## src/rtl/piso_15_pkg.sv

```systemverilog
// Shared BCH codeword definitions used by the serializer and its SIPO peer.
package piso_15_pkg;

  // BCH(15,k) codeword length.
  localparam int BCH_N = 15;

  // Serializer control states.
  typedef enum logic {
    ST_IDLE  = 1'b0,
    ST_SHIFT = 1'b1
  } state_e;

endpackage

```

## src/rtl/piso_15.sv

```systemverilog
// Parallel-in serial-out converter for BCH codewords.
// A word is taken through a valid/ready handshake and sent one bit per clock,
// LSB first. A new word can be taken on the last-bit cycle, so there is no gap
// between words. A shared hold freezes everything in lockstep with the SIPO.
module piso_15
  import piso_15_pkg::*;
#(
  parameter int WIDTH = BCH_N
) (
  input  logic             clk_i,
  input  logic             reset_i,
  input  logic             hold_i,
  input  logic [WIDTH-1:0] par_in_i,
  input  logic             load_valid_i,
  output logic             load_ready_o,
  output logic             ser_out_o,
  output logic             ser_valid_o,
  output logic             ser_last_o,
  output logic             busy_o
);

  localparam int            CW   = $clog2(WIDTH);
  localparam logic [CW-1:0] LAST = CW'(WIDTH - 1);

  state_e           state_q, state_d;
  logic [WIDTH-1:0] shreg_q, shreg_d;
  logic [CW-1:0]    cnt_q,   cnt_d;
  logic             at_last;
  logic             accept;

  assign at_last = (cnt_q == LAST);

  // Ready when idle, or on the last bit of a word so the next one follows
  // without a gap. Reset and hold both refuse new words.
  assign load_ready_o = !reset_i && !hold_i &&
                        ((state_q == ST_IDLE) || ((state_q == ST_SHIFT) && at_last));
  assign accept       = load_valid_i && load_ready_o;

  assign ser_out_o   = shreg_q[0];
  assign ser_valid_o = (state_q == ST_SHIFT) && !hold_i;
  assign ser_last_o  = ser_valid_o && at_last;
  assign busy_o      = (state_q == ST_SHIFT);

  // Next-state: load, shift, reload back-to-back or retire; hold freezes all.
  always_comb begin
    state_d = state_q;
    shreg_d = shreg_q;
    cnt_d   = cnt_q;
    if (!hold_i) begin
      case (state_q)
        ST_IDLE: begin
          if (accept) begin
            state_d = ST_SHIFT;
            shreg_d = par_in_i;
            cnt_d   = '0;
          end
        end
        ST_SHIFT: begin
          if (!at_last) begin
            shreg_d = {1'b0, shreg_q[WIDTH-1:1]};
            cnt_d   = cnt_q + 1'b1;
          end else if (accept) begin
            shreg_d = par_in_i;
            cnt_d   = '0;
          end else begin
            state_d = ST_IDLE;
            shreg_d = '0;
            cnt_d   = '0;
          end
        end
        default: begin
          state_d = ST_IDLE;
          shreg_d = '0;
          cnt_d   = '0;
        end
      endcase
    end
  end

  // State registers with synchronous reset that discards any word in flight.
  always_ff @(posedge clk_i) begin
    if (reset_i) begin
      state_q <= ST_IDLE;
      shreg_q <= '0;
      cnt_q   <= '0;
    end else begin
      state_q <= state_d;
      shreg_q <= shreg_d;
      cnt_q   <= cnt_d;
    end
  end

endmodule

```

## config.mk

```make
export PLATFORM = sky130hd
export DESIGN_NAME = piso_15
export DESIGN_NICKNAME = d
export VERILOG_FILES = /design/src/rtl/piso_15_pkg.sv /design/src/rtl/piso_15.sv
export SDC_FILE = /design/constraint.sdc
export NUM_CORES = 1
export LEC_CHECK = 0
export ABC_CLOCK_PERIOD_IN_PS = 1790
export CORE_ASPECT_RATIO = 1.2
export CORE_MARGIN = 1.5
export CORE_UTILIZATION = 48
export DETAILED_ROUTE_END_ITERATION = 8
export PLACE_DENSITY = 0.75
export SLEW_MARGIN = 20
export SYNTH_ARGS = -nofsm -noshare
export SYNTH_HDL_FRONTEND = slang
export SYNTH_SLANG_ARGS = --single-unit
```

## constraint.sdc

```tcl
create_clock -name clk_i -period 1.79 [get_ports clk_i]
set_input_delay 0.2685 -clock clk_i [delete_from_list [all_inputs] [get_ports clk_i]]
set_output_delay 0.2685 -clock clk_i [all_outputs]
set_load 0.01 [all_outputs]
```

# --- After elaboration in Yosys (flattened, before gate mapping) ---
# Cells that the tools add are included.
op_classes:
  addsub: 1
  n_eq_ne: 2
  n_mux: 10
  bitwise: 2
  reduce_logical: 10
ops:
  columns: ["cell", "count"]
  rows:
  - ["$mux 15", 3]
  - ["$pmux 15 s2", 1]
  - ["$mux 4", 2]
  - ["$pmux 4 s2", 1]
  - ["$logic_and 1x1->1", 6]
  - ["$add 4x1->4 const B", 1]
  - ["$eq 4x4->1 const B", 1]
  - ["$logic_not 1->1", 2]
  - ["$mux 1", 2]
  - ["$ne 2x2->1 const B", 1]
  - ["$not 1->1", 2]
  - ["$pmux 1 s2", 1]
  - ["$reduce_and 2->1", 1]
  - ["$logic_or 1x1->1", 1]
totals:
  regBits: 20
  in_bits: 19
  out_inout_bits: 5
  wordCells: 28

# --- Logic depth before layout (Yosys ltp) ---
# Gate-level depths: netlist (run 1).
depth:
  word_depth: 8
  mapped_depth: 8
  ltp_nobuf: 6

# --- Least setup slack after synthesis (run 1) ---
# OpenSTA, ideal clock, no wires.
synth_path:
  kind: "register to output"
  startpoint: "reg cnt_q[0]"
  endpoint: "out load_ready_o"
  arrival_time_ns: 1.331
  required_time_ns: 1.521
  path_slack_ns: 0.191
  path_stages_with_launch: 8
  n_path_buf: 2
  cell_sequence: "dfxtp_1 > inv_1 > ha_1 > nand3_2 > and2_1 > buf_4 > buf_6 > nor3_1"
synth_between:
  elab_chain_len: 4
synth_lines:
  columns: ["element", "line", "source"]
  rows:
  - ["start: declaration", "piso_15.sv:27", "logic [CW-1:0] cnt_q, cnt_d;"]
  - ["start signal: assignment", "piso_15.sv:89", "cnt_q <= cnt_d;"]
  - ["$eq 4x4->1", "piso_15.sv:31", "assign at_last = (cnt_q == LAST);"]
  - ["$logic_and 1x1->1", "piso_15.sv:36", "((state_q == ST_IDLE) || ((state_q == ST_SHIFT) && at_last));"]
  - ["$logic_or 1x1->1", "piso_15.sv:36", null]
  - ["$logic_and 1x1->1", "piso_15.sv:35", "assign load_ready_o = !reset_i && !hold_i &&"]
  - ["end: declaration", "piso_15.sv:15", "output logic load_ready_o,"]
# No other way between the ends.

# --- Worst setup path after layout (run 1) ---
layout_path:
  startpoint: "reg state_q (netlist: busy_o)"
  endpoint: "out ser_valid_o"
layout_between:
  elab_chain_len: 1
layout_lines:
  columns: ["element", "line", "source"]
  rows:
  - ["start: declaration", "piso_15.sv:25", "state_e state_q, state_d;"]
  - ["start signal: assignment", "piso_15.sv:87", "state_q <= state_d;"]
  - ["$logic_and 1x1->1", "piso_15.sv:40", "assign ser_valid_o = (state_q == ST_SHIFT) && !hold_i;"]
  - ["end: declaration", "piso_15.sv:17", "output logic ser_valid_o,"]
# No other way between the ends.

==> results of run 1 <==
## state kept, by name, summed over array words and instances, names as in the netlist
name and cells:
busy_o 1, shreg_q 15, cnt_q 4
## worst min-delay path: stages
cell and delay (ns):
dlygate4sd2_1 0.29, nand2b_1 0.13, a21oi_1 0.06
## what timing repair did
item | in CTS | in global routing
pin swaps | 0 | 0
endpoints found under the setup margin | 3 | 2
resized for setup | 8 | 3
endpoints found under the hold margin | 0 | 0
## cells in the final DEF (no fill, tap or decap), drive strengths merged, types with 2 or more instances in the layout
cell and n:
a211oi 14, a21oi 17, buf 14, clkbuf 4, clkdlybuf4s50 20, dfxtp 20
ha 2, inv 3, nand2 2, nand2b 3, nand3 12, nor2 23
nor3 2, o21ai 6
## worst min path at each step
stage / endpoint / slack (ns) / cells after the start
floorplan: cnt_q[1] / 0.37 / 1
global placement: shreg_q[14] / 0.49 / 2
detailed placement: shreg_q[14] / 0.49 / 2
CTS: busy_o / 0.46 / 3
global route: busy_o / 0.47 / 3
finish: busy_o / 0.47 / 3
## report_power, final
group	leakage (nW)	switching (W)	internal, W
combinational	0.346	0.0000931	0.000104
clock	0.0279	0.000149	0.000227
sequential	0.165	0.0000175	0.000474
## cells by family after synthesis
kind of cell | Yosys count | share of synthesized area
buffers and inverters | 12 | 0.0658
AO/OA/AOI/OAI | 43 | 0.290
adder cells (fa/ha/maj) | 2 | 0.0253
AND/OR/NAND/NOR | 44 | 0.214
flip-flops | 20 | 0.405
## layer usage
layer / vias to the layer above / global-route usage
met3: 4 / 0.0414
li1: 502 / -
met2: 23 / 0.400
met1: 497 / 0.338
met5: - / 0
met4: 0 / 0.116
## stage by stage
stage          worst slack, ns  TNS (ns)
2_1_floorplan            0.191         0
3_3_place_gp           -0.0667    -0.147
3_5_place_dp           -0.0803    -0.119
4_1_cts               0.000368         0
5_1_grt                 0.0412         0
6_report                 0.122         0
## cell type report
cell class                      count  area (sq um)
Clock inverter                      1          30.0
Timing Repair Buffer               36           342
Sequential cell                    20           403
Inverter                            3          11.3
Fill cell                         154           531
Clock buffer                        3          22.5
Multi-Input combinational cell     89           531
Tap cell                           19          23.8
==> run_results.csv, run 1 <==
group,metric,value,unit
run_status,outcome,"completed",
placed_design,place_congestion,0.812,
setup_path,start_kind,"flip-flop",
setup_path,cp_slowest_cell,"clkdlybuf4s50_1",
setup_path,rr_worst_depth,8,
sta,final_hold_viol_count,0,
clocking,htree_levels,1,
synthesis,postSynthCellCount,121,
sta,post-route-period-util,0.932,
synthesis,ys_top_cells_by_count,"nor2_1 (22), dfxtp_1 (20), a21oi_1 (17)",
floorplanning,start_util,0.522,
synthesis,avgSynthCellArea,8.17,sq um
floorplanning,num_io_pins,24,
sta,skew,0.00684,ns
clocking,cts.sinks,20,
power_and_ir_drop,p_per_area,781,nW/um^2
grt,grt-ovfl-total,0,
sta,slew_violations,0,
synthesis,synth_edf_count,0,
power_and_ir_drop,peakVddDrop,443,uV
cells_and_area,finalInstanceArea,1360,sq um
floorplanning,core_area,1890,sq um
synthesis,synthArstFlopShare,0,
setup_path,endpoint,"ser_valid_o",
setup_path,critical_path_class,"reg2out",
clocking,cts_tree,"yes",
setup_path,cpPeakStageDelay,0.53,ns
drt,remaining_drc_errors,0,
drt,post_drt_via_cell_ratio,6.00,
sta,worstMarginPinSlew,0.266,ns
setup_path,regToRegSetupSlack,0.30,ns
cells_and_area,fin_nets,174,
drt,top_layer,"met4",
synthesis,yosysMostFrequentCell,"nor2_1",
drt,wl,2.49,mm
floorplanning,die_y,52.7,um
drt,wl_met2,1.25,mm
setup_path,end_kind,"output port",
synthesis,synth_top_area_share,0.405,
synthesis,synthTopCellsByArea,"dfxtp_1 (41%), a211oi_1 (11%), a21oi_1 (8.6%)",
synthesis,synth_seq_cells,20,
sta,period_needed,1.67,ns
clocking,cts_setup_buffers,0,
sta,rsz0062_at_grt,"no",
min_path,min_from,"hold_i",
drt,first_iter_violations,15,
min_path,hp-class,"in2reg",
clocking,cts_buffer_depth,2,
synthesis,yosys_warnings,0,
setup_path,crit_required,1.52,ns
sta,timing.hold.ws,0.475,ns
synthesis,synth_ff_type,"dfxtp_1",
drt,wire_per_inst,14.6,um
grt,antenna_found_initial,0,
setup_path,arrival,1.40,ns
clocking,postCtsHoldBufs,0,
drt,wl_met1,1.11,mm
drt,drtPass1Iterations,6,
cells_and_area,diodes,0,
power_and_ir_drop,p_leak,0.540,nW
drt,detail-route-antenna-nets,0,
synthesis,synth.largest_area_cell,"dfxtp_1",
cells_and_area,stdcell_count,171,
placed_design,dp.cells,167,
setup_path,crit_cells,3,
placed_design,place_area,1310,sq um
setup_path,r2r-end,"cnt_q[2]",
setup_path,cp_cell_sequence,"nand2b_4 -> inv_1 -> clkdlybuf4s50_1",
drt,vias,1026,
grt,grt_pass1_wl,4.33,mm
grt,grt_max_degree,16,
flow_run,cap_violations,0,
setup_path,crit_buf_inv,2,
drt,wl_met3,106,um
floorplanning,rows,17,
floorplanning,die_x,44.4,um
synthesis,synth.cell_area,988,sq um
power_and_ir_drop,finalPower,0.00106,W
sta,finalSetupViolations,0,
cells_and_area,utilization,0.720,
placed_design,hpwl,1.73,mm
clocking,cts_made_buffers,3,
synthesis,yosysSeqAreaShare,0.405,
setup_path,crit_start,"busy_o",
sta,relSlewSlack,0.823,
synthesis,yosysUniqueCellTypes,27,
clocking,clk_latency,0.31,ns
setup_path,crit_fanout,8,
grt,grtUsageTotal,0.255,
placed_design,io_buffers,23,
cells_and_area,drive_gt1_frac,0.178,
cells_and_area,syn_to_final_growth,37.8,%
clocking,cts.clk_slew.worst_paths,0.11,ns
synthesis,synth_nets,142,
floorplanning,die_area,2340,sq um
sta,fmax,0.600,GHz
setup_path,cp_top_family,"buffers and inverters",
clocking,clock_tree.root_cell,"clkbuf_4",
setup_path,r2r-start,"cnt_q[0]",
grt,grt_pass1_vias,927,
(Power assumes the default switching activity.)
==> run 2: changes to the inputs <==
- CTS_BUF_LIST: unset -> sky130_fd_sc_hd__clkbuf_8 sky130_fd_sc_hd__clkbuf_16
==> run_results.csv, run 2 (synthesized netlist as in run 1, its figures left out) <==
group,metric,value,unit
drt,drtPass1Iterations,6,
cells_and_area,stdcell_count,171,
sta,finalSetupViolations,0,
floorplanning,rows,17,
drt,top_layer,"met4",
setup_path,start_kind,"flip-flop",
sta,period_needed,1.71,ns
clocking,cts_buffer_depth,2,
cells_and_area,drive_gt1_frac,0.164,
floorplanning,die_area,2340,sq um
placed_design,hpwl,1.73,mm
drt,wire_per_inst,15.1,um
run_status,outcome,"completed",
clocking,cts.sinks,20,
floorplanning,die_x,44.4,um
power_and_ir_drop,p_leak,0.546,nW
setup_path,crit_required,1.52,ns
drt,post_drt_via_cell_ratio,5.98,
setup_path,crit_fanout,8,
min_path,min_from,"shreg_q[14]",
sta,rsz0062_at_grt,"no",
placed_design,place_area,1310,sq um
min_path,hp-class,"reg2reg",
power_and_ir_drop,peakVddDrop,470,uV
cells_and_area,finalInstanceArea,1380,sq um
sta,final_hold_viol_count,0,
placed_design,place_congestion,0.812,
setup_path,arrival,1.44,ns
drt,wl_met3,146,um
placed_design,dp.cells,167,
drt,wl_met1,1.07,mm
sta,worstMarginPinSlew,0.307,ns
floorplanning,num_io_pins,24,
clocking,cts_setup_buffers,0,
cells_and_area,final_common_cell,"nor2_1",
grt,grt_pass1_vias,912,
floorplanning,core_area,1890,sq um
drt,first_iter_violations,26,
drt,wl,2.59,mm
cells_and_area,diodes,0,
cells_and_area,largest_register,"shreg_q",
cells_and_area,syn_to_final_growth,39.5,%
setup_path,crit_start,"busy_o",
setup_path,r2r-start,"cnt_q[0]",
drt,remaining_drc_errors,0,
clocking,cts.clk_slew.worst_paths,0.08,ns
clocking,clk_latency,0.26,ns
cells_and_area,fin_nets,174,
power_and_ir_drop,finalPower,0.00115,W
drt,detail-route-antenna-nets,0,
floorplanning,start_util,0.522,
placed_design,io_buffers,23,
power_and_ir_drop,p_per_area,833,nW/um^2
clocking,htree_levels,1,
grt,grt-ovfl-total,0,
setup_path,critical_path_class,"reg2out",
setup_path,end_kind,"output port",
grt,grtUsageTotal,0.258,
drt,wl_met2,1.35,mm
sta,slew_violations,0,
cells_and_area,final_cell_mix,"nor2_1 (22), dfxtp_1 (20), clkdlybuf4s50_1 (20)",
grt,grt_pass1_wl,4.39,mm
sta,fmax,0.585,GHz
cells_and_area,largest_reg_flops,15,
sta,skew,0.00539,ns
floorplanning,die_y,52.7,um
clocking,clock_tree.root_cell,"clkbuf_8",
sta,post-route-period-util,0.955,
grt,antenna_found_initial,0,
clocking,cts_tree,"yes",
drt,vias,1023,
flow_run,cap_violations,0,
clocking,cts_made_buffers,3,
grt,grt_max_degree,16,
sta,relSlewSlack,0.795,
## run 2: cell count changes in the layout (fill, tap and decap cells not counted), sizes merged
cell	before	now
clkbuf	4	5
buf	14	13
## run 2: repair_timing
item                       in CTS  in global routing
gates resized for setup         4                  4
setup endpoints to repair       3                  2
cloned                          0                  0
hold buffers                    0                  0
## run 2: final cells by class
cell class / instances / area [sq um]
Multi-Input combinational cell: 89 / 531
Fill cell: 150 / 514
Clock buffer: 3 / 41.3
Timing Repair Buffer: 36 / 342
Sequential cell: 20 / 400
Inverter: 3 / 11.3
Clock inverter: 1 / 30.0
Tap cell: 19 / 23.8
## run 2: final timing paths
path / to / slack, ns / cells after the start
setup / recovery: ser_valid_o / 0.08 / 3
hold / removal: shreg_q[14] / 0.50 / 2
setup reg to reg: cnt_q[2] / 0.25 / 8
hold reg to reg: shreg_q[14] / 0.50 / 2
## run 2: critical path, cell delays in order, from the launching register on
cell and delay (ns):
dfxtp_1 0.50, nand2b_4 0.08, inv_1 0.07, clkdlybuf4s50_1 0.53
## run 2: metal layers
metal	vias to the layer above	global-route usage
li1	496	-
met1	487	0.322
met2	38	0.409
met3	2	0.0586
met4	0	0.131
met5	-	0
## run 2: where the power goes
part | internal (W) | switching [W]
Sequential | 0.000473 | 0.0000181
Clock | 0.000299 | 0.000161
Combinational | 0.000104 | 0.0000936
## run 2: stage by stage
stage	utilization	TNS, ns	hold WS [ns]	worst slack [ns]
6_report	0.728	0	0.500	0.0800
5_1_grt	0.728	0	0.525	0.0161
4_1_cts	0.732	0	0.505	0.0138
3_5_place_dp	0.693	-0.119	0.488	-0.0803
3_3_place_gp	0.693	-0.147	0.487	-0.0667
2_1_floorplan	-	0	0.368	0.191
